File: src/rtl/mem_if_pkg.sv
// ---------------------------------------------------------------------------
// mem_if_pkg
//   Shared definitions for the data-memory interface: the controller state
//   encoding and default RAM geometry/latency. The RAM wrapper, the control
//   unit and mem_access_ctrl all import this package.
// ---------------------------------------------------------------------------
package mem_if_pkg;

  localparam int MEM_ADDR_W = 8;
  localparam int MEM_DATA_W = 16;
  localparam int MEM_RD_LAT = 2;   // legal range 1..7 (3-bit latency counter)

  typedef enum logic [1:0] {
    IDLE  = 2'd0,
    WRITE = 2'd1,
    READ  = 2'd2
  } mem_state_e;

endpackage : mem_if_pkg

File: src/rtl/mem_access_ctrl.sv
// ---------------------------------------------------------------------------
// mem_access_ctrl
//   CPU-side initiator for the single-port block-RAM data memory. Takes one
//   read or write request per transaction, drives the RAM pins from
//   registers, times the RAM read latency and returns a one-cycle response.
//
// Ports
//   clk        in   1       system clock, all logic on posedge
//   rst        in   1       synchronous active-high reset
//   req_valid  in   1       request present
//   req_ready  out  1       request can be accepted this cycle
//   req_we     in   1       1 = write, 0 = read
//   req_addr   in   ADDR_W  request address
//   req_wdata  in   DATA_W  write data (ignored on read)
//   rsp_valid  out  1       one-cycle pulse: read data valid / write done
//   rsp_rdata  out  DATA_W  last read data, held until the next read completes
//   busy       out  1       transaction in flight
//   mem_en     out  1       RAM enable
//   mem_we     out  1       RAM write enable
//   mem_addr   out  ADDR_W  RAM address
//   mem_din    out  DATA_W  RAM write data
//   mem_dout   in   DATA_W  RAM read data
//   dbg_state  out  2       current FSM state (debug observation only)
//
// Handshake: a request transfers on a posedge where req_valid && req_ready.
// req_ready is high only in IDLE and never while rst is asserted; the
// requester must hold req_valid and its payload until the transfer.
// rsp_valid has no backpressure.
// ---------------------------------------------------------------------------
module mem_access_ctrl
  import mem_if_pkg::*;
#(
  parameter int ADDR_W = MEM_ADDR_W,
  parameter int DATA_W = MEM_DATA_W,
  parameter int RD_LAT = MEM_RD_LAT   // 1..7
) (
  input  logic              clk,
  input  logic              rst,
  input  logic              req_valid,
  output logic              req_ready,
  input  logic              req_we,
  input  logic [ADDR_W-1:0] req_addr,
  input  logic [DATA_W-1:0] req_wdata,
  output logic              rsp_valid,
  output logic [DATA_W-1:0] rsp_rdata,
  output logic              busy,
  output logic              mem_en,
  output logic              mem_we,
  output logic [ADDR_W-1:0] mem_addr,
  output logic [DATA_W-1:0] mem_din,
  input  logic [DATA_W-1:0] mem_dout,
  output mem_state_e        dbg_state
);

  localparam logic [2:0] RD_LAT_C = 3'(RD_LAT);

  mem_state_e        state_q,     state_d;
  logic [2:0]        lat_cnt_q,   lat_cnt_d;
  logic              rsp_valid_q, rsp_valid_d;
  logic [DATA_W-1:0] rsp_rdata_q, rsp_rdata_d;
  logic              mem_en_q,    mem_en_d;
  logic              mem_we_q,    mem_we_d;
  logic [ADDR_W-1:0] mem_addr_q,  mem_addr_d;
  logic [DATA_W-1:0] mem_din_q,   mem_din_d;

  logic accept;

  assign req_ready = (state_q == IDLE) && !rst;
  assign accept    = req_valid && req_ready;

  always_comb begin
    state_d     = state_q;
    lat_cnt_d   = lat_cnt_q;
    rsp_valid_d = 1'b0;
    rsp_rdata_d = rsp_rdata_q;
    mem_addr_d  = mem_addr_q;
    mem_din_d   = mem_din_q;

    unique case (state_q)
      IDLE: begin
        // The mem_addr/mem_din registers double as the captured request, so
        // later wiggles on req_* cannot reach the RAM pins.
        if (accept) begin
          mem_addr_d = req_addr;
          if (req_we) begin
            state_d   = WRITE;
            mem_din_d = req_wdata;
          end else begin
            state_d   = READ;
            lat_cnt_d = 3'd1;
          end
        end
      end
      WRITE: begin
        state_d     = IDLE;
        rsp_valid_d = 1'b1;
      end
      READ: begin
        // lat_cnt equals the number of cycles the address has been on the
        // RAM pins; at RD_LAT the RAM output is valid and gets captured.
        if (lat_cnt_q == RD_LAT_C) begin
          state_d     = IDLE;
          lat_cnt_d   = 3'd0;
          rsp_valid_d = 1'b1;
          rsp_rdata_d = mem_dout;
        end else begin
          lat_cnt_d = lat_cnt_q + 3'd1;
        end
      end
      default: begin
        state_d   = IDLE;
        lat_cnt_d = 3'd0;
      end
    endcase

    // RAM strobes are derived from the next state so they are registered
    // and line up exactly with the WRITE/READ cycles.
    mem_en_d = (state_d != IDLE);
    mem_we_d = (state_d == WRITE);
  end

  always_ff @(posedge clk) begin
    if (rst) begin
      state_q     <= IDLE;
      lat_cnt_q   <= '0;
      rsp_valid_q <= 1'b0;
      rsp_rdata_q <= '0;
      mem_en_q    <= 1'b0;
      mem_we_q    <= 1'b0;
      mem_addr_q  <= '0;
      mem_din_q   <= '0;
    end else begin
      state_q     <= state_d;
      lat_cnt_q   <= lat_cnt_d;
      rsp_valid_q <= rsp_valid_d;
      rsp_rdata_q <= rsp_rdata_d;
      mem_en_q    <= mem_en_d;
      mem_we_q    <= mem_we_d;
      mem_addr_q  <= mem_addr_d;
      mem_din_q   <= mem_din_d;
    end
  end

  assign rsp_valid = rsp_valid_q;
  assign rsp_rdata = rsp_rdata_q;
  assign busy      = (state_q != IDLE);
  assign mem_en    = mem_en_q;
  assign mem_we    = mem_we_q;
  assign mem_addr  = mem_addr_q;
  assign mem_din   = mem_din_q;
  assign dbg_state = state_q;

endmodule : mem_access_ctrl

File: config.mk
export PLATFORM = sky130hd
export DESIGN_NAME = mem_access_ctrl
export DESIGN_NICKNAME = d
export VERILOG_FILES = /design/src/rtl/mem_if_pkg.sv /design/src/rtl/mem_access_ctrl.sv
export SDC_FILE = /design/constraint.sdc
export NUM_CORES = 1
export LEC_CHECK = 0
export ABC_AREA = 1
export ABC_CLOCK_PERIOD_IN_PS = 2860
export CAP_MARGIN = 20
export CORE_UTILIZATION = 35
export CTS_CLUSTER_DIAMETER = 30
export CTS_CLUSTER_SIZE = 24
export DETAILED_ROUTE_END_ITERATION = 8
export GPL_ROUTABILITY_DRIVEN = 1
export PLACE_DENSITY = 0.73
export SLEW_MARGIN = 20
export SYNTH_ARGS = -nofsm -noshare
export SYNTH_HDL_FRONTEND = slang
export SYNTH_SLANG_ARGS = --single-unit
File: constraint.sdc
create_clock -name clk -period 2.86 [get_ports clk]
set_input_delay 0.858 -clock clk [delete_from_list [all_inputs] [get_ports clk]]
set_output_delay 0.858 -clock clk [all_outputs]
set_load 0.005 [all_outputs]
* Yosys cells after proc, flatten, opt, wreduce, memory -nomap -nowiden
Cells that the tools add are included.
Operators by class: div/mod/pow operators 0, muxes and demuxes 10, multipliers 0, add/sub/neg operators 1, reductions and logical operators 10, eq/ne operators 6, bitwise gates (word level) 1, $lt $le $gt $ge 0, shift operators 0
Operators with widths (count):
- $mux W3 | 3
- $pmux W3 S3 | 1
- $mux W2 | 3
- $reduce_and A3 Y1 | 2
- $eq A2 B1 Y1 const B | 2
- $ne A2 B2 Y1 const B | 2
- $pmux W2 S2 | 1
- $reduce_and A2 Y1 | 2
- $reduce_bool A2 Y1 | 2
- $add A3 B1 Y3 const B | 1
- $eq A3 B2 Y1 const B | 1
- $eq A2 B2 Y1 const B | 1
- $logic_and A1 B1 Y1 | 2
- $logic_not A2 Y1 | 1
- $pmux W1 S2 | 1
- $logic_not A1 Y1 | 1
- $mux W1 | 1
- $not A1 Y1 | 1
Storage, ports and cells: ROM bits 0, bits in latches 0, flip-flop bits (word level) 48, memories 0, memory bits (writable) 0, input bits 44, logic and storage cells 36

* Depth between registers and ports, before layout
Gate-level depths: netlist of the first run.
depth in word-level cells 6, gate-level depth with buffers 10, gate-level depth less buffers 8

* Least setup slack after synthesis of the first run
OpenSTA, ideal clock, no wires.
kind input -> output, start point input rst, end point output req_ready, data arrival time 1.326 ns, stages 3, path slack 0.676 ns, cells stage by stage buf_6 > clkbuf_1 > nor2_1
On the way: word-level cells in the longest chain between the ends 2
Ends and longest elaborated chain:
- start, declared | RTL line mem_access_ctrl.sv:38 | input logic rst,
- $logic_not A1 Y1 | RTL line mem_access_ctrl.sv:68 | assign req_ready = (state_q == IDLE) && !rst;
- $logic_and A1 B1 Y1 | RTL line mem_access_ctrl.sv:68
- end, declared | RTL line mem_access_ctrl.sv:40 | output logic req_ready,
Every way passes these cells.

* Worst setup path after layout of the first run
Ends and elaborated chain as after synthesis.

==> results of run 1 <==
==> flip-flops by register name (all words and copies together), names as in the netlist <==
signal / count
mem_addr: 8
lat_cnt_q: 3
mem_din: 16
dbg_state: 2
mem_we: 1
rsp_valid: 1
rsp_rdata: 16
mem_en: 1
==> metal layers <==
metal	up-vias	wire length (µm)	track usage, %
li1	957	-	-
met1	838	2220	20.9
met2	51	2470	29.9
met3	6	230	4.88
met4	0	85	7.31
met5	-	0	0
==> worst paths after layout <==
kind	endpoint	slack, ns	start
max	req_ready	0.11	rst
min	mem_din[13]	0.47	mem_din[13]
max reg2reg	mem_en	1.16	dbg_state[0]
min reg2reg	mem_din[13]	0.47	mem_din[13]
==> final cells by class <==
type                            instances  area (µm²)  share of cell area [%]
Inverter                               14        57.6                    1.93
Clock inverter                          2        38.8                    1.30
Timing Repair Buffer                   93         923                    30.9
Tap cell                               70        87.6                    2.93
Multi-Input combinational cell        168         836                    28.0
Sequential cell                        48         961                    32.2
Clock buffer                            6        82.6                    2.76
==> cells in the mapped netlist (all sizes together) <==
library cell	count	area, µm²
nand3	36	205
ha	3	37.5
nor2	40	189
buf	11	92.6
nand2	50	188
dfxtp	48	961
o21ai	18	90.1
clkbuf	3	11.3
a21oi	20	111
inv	14	57.6
nand4	1	12.5
==> critical path, stage by stage <==
cell and delay, ns:
clkdlybuf4s50_1 0.42, nor2_1 0.11, clkdlybuf4s50_1 0.51
==> power groups by stage <==
stage	Sequential, µW	Clock (µW)	Combinational (µW)
floorplan	751	0	151
global placement	749	0	309
detailed placement	749	0	313
CTS	734	522	315
global route	740	552	347
finish	734	508	313
==> stage by stage <==
stage / utilization, % / hold slack, ns / total power, µW / cells
after detailed placement: 54.7 / 0.456 / 1060 / 393
after CTS: 57.0 / 0.469 / 1570 / 401
after global placement: 54.7 / 0.451 / 1060 / 393
after global routing: 57.0 / 0.487 / 1640 / 401
after floorplan: - / 0.459 / 902 / 244
final: 57.0 / 0.467 / 1550 / 401
==> kinds of logic after synthesis <==
group / count (synthesis) / synth area share [%]
AND/OR/NAND/NOR: 127 / 30.4
flip-flops: 48 / 49.1
AO/OA/AOI/OAI: 38 / 10.3
buffers and inverters: 28 / 8.25
adder cells (fa/ha/maj): 3 / 1.92
==> what timing repair did <==
action / 4_1_cts / 5_1_grt
setup endpoints to repair: 0 / 1
gates resized for setup: 0 / 1
hold endpoints to repair: 0 / 0
==> results.toml, run 1 <==
[timing]
fin_crit_ns = 2.75
drv_slew = 0
setup_violations = 0
tightest_slew_ns = 0.456
skew_ns = 0.00471
period_share_pct = 96.0
rsz0062_at_grt = "no"
clock.fmax_mhz = 364
max_slew_margin_pct = 69.5
finalHoldViolCount = 0
setup_tns_ns = 0
setup_ws_ns = 0.113

[floorplan]
die_area_um2 = 5890
die_h_um = 76.8
placementRows = 26
ios = 91
core_area_um2 = 5240
die_w_um = 76.8
initial_utilization_pct = 37.3

[route]
drt-vias-per-instance = 4.62
drt_wl_total_um = 5000
drtPass1Iterations = 5
drtIter0Drc = 87
vias = 1852
drc = 0
ant_nets = 0
wire_per_inst_um = 12.5

[global_route]
grt_pass1_wl_um = 8320
grt_max_degree = 28
first_global_vias = 1784
grt_use_total_pct = 17.7
globalRouteOverflowTotal = 0
antenna_found_initial = 0

[clock_network]
clk_latency_ns = 0.30
clock_path_buffers = 2
post-cts-setup-buffers = 0
cts.hold.buffers_added = 0
cts_max_level = 2
numCtsBuffers = 5
path_clk_slew_ns = 0.08
cts_root_buf = "clkbuf_8"
clkSinkCount = 48
cts_tree = "done"

[flow_run]
cap_violations = 0

[layout]
finalNetCount = 377
area_delta_synth_final_pct = 52.7
drive_above_1_share_pct = 9.37
final_common_cell = "clkdlybuf4s50_1"
mostFrequentLayoutCells = "90 x clkdlybuf4s50_1, 50 x nand2_1, 48 x dfxtp_1"
fillers = 476
antennaDiodeCount = 0
stdcell_area_um2 = 2990

[synth]
synth_seq_cells = 48
synth_nets = 291
syn-cell-area_um2 = 1960
ys_types = 19
yosysWarnings = 0
avgSynthCellArea_um2 = 8.01
netlist_instances = 244
ys_seq_area_share_pct = 49.1

[setup_path]
worstPathMaxFanout = 2
crit_path_start_kind = "input port"
endpoint_kind = "primary output"
worst-endpoint-required_ns = 2.00
reg2regPathDepth = 7
critPathKind = "in2out"
arrival_ns = 1.89

[placement]
portBuffers = 90
globalplace.congestion = 0.777
dpl_cell_area_um2 = 2860
post-dp-hpwl_um = 3580
preCtsSetupSlack_ns = 0.114

[power_and_ir_drop]
p_sw_uw = 393
power.internal_uw = 1160
leakagePower_uw = 0.00122
power.share.sequential_pct = 47.2
power_density_nw_per_um2 = 521
peakVddDrop_uv = 324
swShare_pct = 25.3
power_frac_clock_pct = 32.7
pwr-share-comb_pct = 20.1

[hold_path]
hold_path.class = "reg2reg"
hold_depth = 2

[run_status]
outcome = "complete, no violations"
Note: power is estimated with default switching activity, not from simulation.
==> inputs of run 2 (changes only) <==
--- a/config.mk
+++ b/config.mk
@@ -8,12 +8,13 @@
 export ABC_AREA = 1
 export ABC_CLOCK_PERIOD_IN_PS = 2860
 export CAP_MARGIN = 20
-export CORE_UTILIZATION = 35
+export CORE_UTILIZATION = 44
 export CTS_CLUSTER_DIAMETER = 30
 export CTS_CLUSTER_SIZE = 24
 export DETAILED_ROUTE_END_ITERATION = 8
 export GPL_ROUTABILITY_DRIVEN = 1
-export PLACE_DENSITY = 0.73
+export HOLD_SLACK_MARGIN = 0.06
+export PLACE_DENSITY = 0.88
 export SLEW_MARGIN = 20
 export SYNTH_ARGS = -nofsm -noshare
 export SYNTH_HDL_FRONTEND = slang
==> results.toml, run 2 (synthesis results as in run 1) <==
[run_status]
outcome = "complete, no violations"

[timing]
tightest_slew_ns = 0.469
fin_crit_ns = 2.78
skew_ns = 0.00932
rsz0062_at_grt = "no"
max_slew_margin_pct = 68.6
period_share_pct = 97.3
setup_violations = 0
drv_slew = 0
setup_tns_ns = 0
clock.fmax_mhz = 359
finalHoldViolCount = 0

[setup_path]
r2r_start = "dbg_state[1]"
arrival_ns = 1.92
critical_path.startpoint = "rst"
cp_slowest_cell = "clkdlybuf4s50_1"
cp_cell_sequence = "clkdlybuf4s50_1, nor2_1, clkdlybuf4s50_1"
crit_path_end = "req_ready"
crit_path_start_kind = "input port"
worst-endpoint-required_ns = 2.00
cpPeakStageDelay_ns = 0.52
critPathKind = "in2out"
critPathTopFamily = "buffers and inverters"
cp_num_cells = 3
worst-path-buf-inv = 2
reg2regPathDepth = 7
worstPathMaxFanout = 2
r2r-end = "mem_en"
r2r_slack_ns = 1.12
cpMostUsedCell = "clkdlybuf4s50_1"
endpoint_kind = "primary output"

[floorplan]
die_area_um2 = 4710
initial_utilization_pct = 47.2
die_h_um = 68.7
core_area_um2 = 4140
ios = 91
placementRows = 23
die_w_um = 68.7

[route]
drt_wl_total_um = 5180
drtPass1Iterations = 4
drc = 0
ant_nets = 0
drt-vias-per-instance = 4.98
drtIter0Drc = 129
wire_per_inst_um = 13.6
vias = 1899

[global_route]
antenna_found_initial = 0
first_global_vias = 1706
grt_pass1_wl_um = 7810
globalRouteOverflowTotal = 0
grt_max_degree = 25
grt_use_total_pct = 22.4

[power_and_ir_drop]
finalPower_uw = 1570
power.share.sequential_pct = 46.9
pwr-share-comb_pct = 20.2
power_frac_clock_pct = 32.8
peakVddDrop_uv = 337
swShare_pct = 25.9
power.internal_uw = 1160
power_density_nw_per_um2 = 530
p_sw_uw = 407
leakagePower_uw = 0.00122

[clock_network]
cts_root_buf = "clkbuf_8"
path_clk_slew_ns = 0.09
cts_max_level = 2
numCtsBuffers = 5
cts.hold.buffers_added = 0
cts_tree = "done"
clkSinkCount = 48
clock_path_buffers = 2
clk_latency_ns = 0.30

[placement]
globalplace.congestion = 0.804
post-dp-hpwl_um = 3660
portBuffers = 90

[layout]
area_delta_synth_final_pct = 51.4
final_common_cell = "clkdlybuf4s50_1"
mostFrequentLayoutCells = "90 x clkdlybuf4s50_1, 50 x nand2_1, 48 x dfxtp_1"
fillers = 337
antennaDiodeCount = 0
drive_above_1_share_pct = 9.37
finalNetCount = 377

[flow_run]
cap_violations = 0

[hold_path]
hold_path.class = "reg2reg"
==> run 2: worst min-delay path by stage <==
stage	depth (start not counted)	startpoint	slack [ns]	endpoint
6_report	2	mem_din[2]	0.47	mem_din[2]
5_1_grt	2	mem_addr[0]	0.49	mem_addr[0]
4_1_cts	2	mem_din[2]	0.47	mem_din[2]
3_5_place_dp	2	mem_din[15]	0.46	mem_din[15]
3_3_place_gp	2	mem_din[5]	0.45	mem_din[5]
2_1_floorplan	2	mem_addr[0]	0.46	mem_addr[0]
==> run 2: power groups by stage <==
stage / Sequential [µW] / Clock (µW) / Combinational (µW)
CTS: 736 / 524 / 317
global route: 742 / 551 / 347
global placement: 749 / 0 / 305
finish: 737 / 515 / 317
detailed placement: 751 / 0 / 314
floorplan: 751 / 0 / 151
==> run 2: repair_timing <==
action | CTS | global route
setup endpoints to repair | 0 | 1
gates resized for setup | 0 | 1
setup buffers | 0 | 0
==> run 2: stage by stage <==
stage	utilization (%)	hold slack [ns]	cell area, µm²	cells	worst slack, ns
2_1_floorplan	-	0.459	1960	244	0.676
3_3_place_gp	68.5	0.451	2840	373	0.107
3_5_place_dp	68.5	0.459	2840	373	0.0973
4_1_cts	71.4	0.472	2960	381	0.0599
5_1_grt	71.5	0.494	2960	381	0.0504
6_report	71.5	0.469	2960	381	0.0773
==> run 2: per-layer routing <==
metal	share of wire, %	wire, µm	global-route usage, %
met4	2.0	103	10.4
met3	4.2	217	4.44
met1	43	2220	27.7
met5	0	0	0
met2	51	2640	37.4
==> run 2: layout make-up <==
cell class,count,area (µm²),area share (%)
Clock buffer,6,82.6,2.79
Clock inverter,2,38.8,1.31
Inverter,14,57.6,1.94
Multi-Input combinational cell,168,836,28.2
Sequential cell,48,961,32.4
Tap cell,50,62.6,2.11
Timing Repair Buffer,93,923,31.2
==> run 2: worst reg2reg max path, cell delays in order, from the launching register on <==
cell,delay [ns]
dfxtp_1,0.36
inv_1,0.11
ha_2,0.30
nand4_2,0.42
nand3_1,0.24
nand2_1,0.08
nand2_1,0.08
nand2_1,0.05
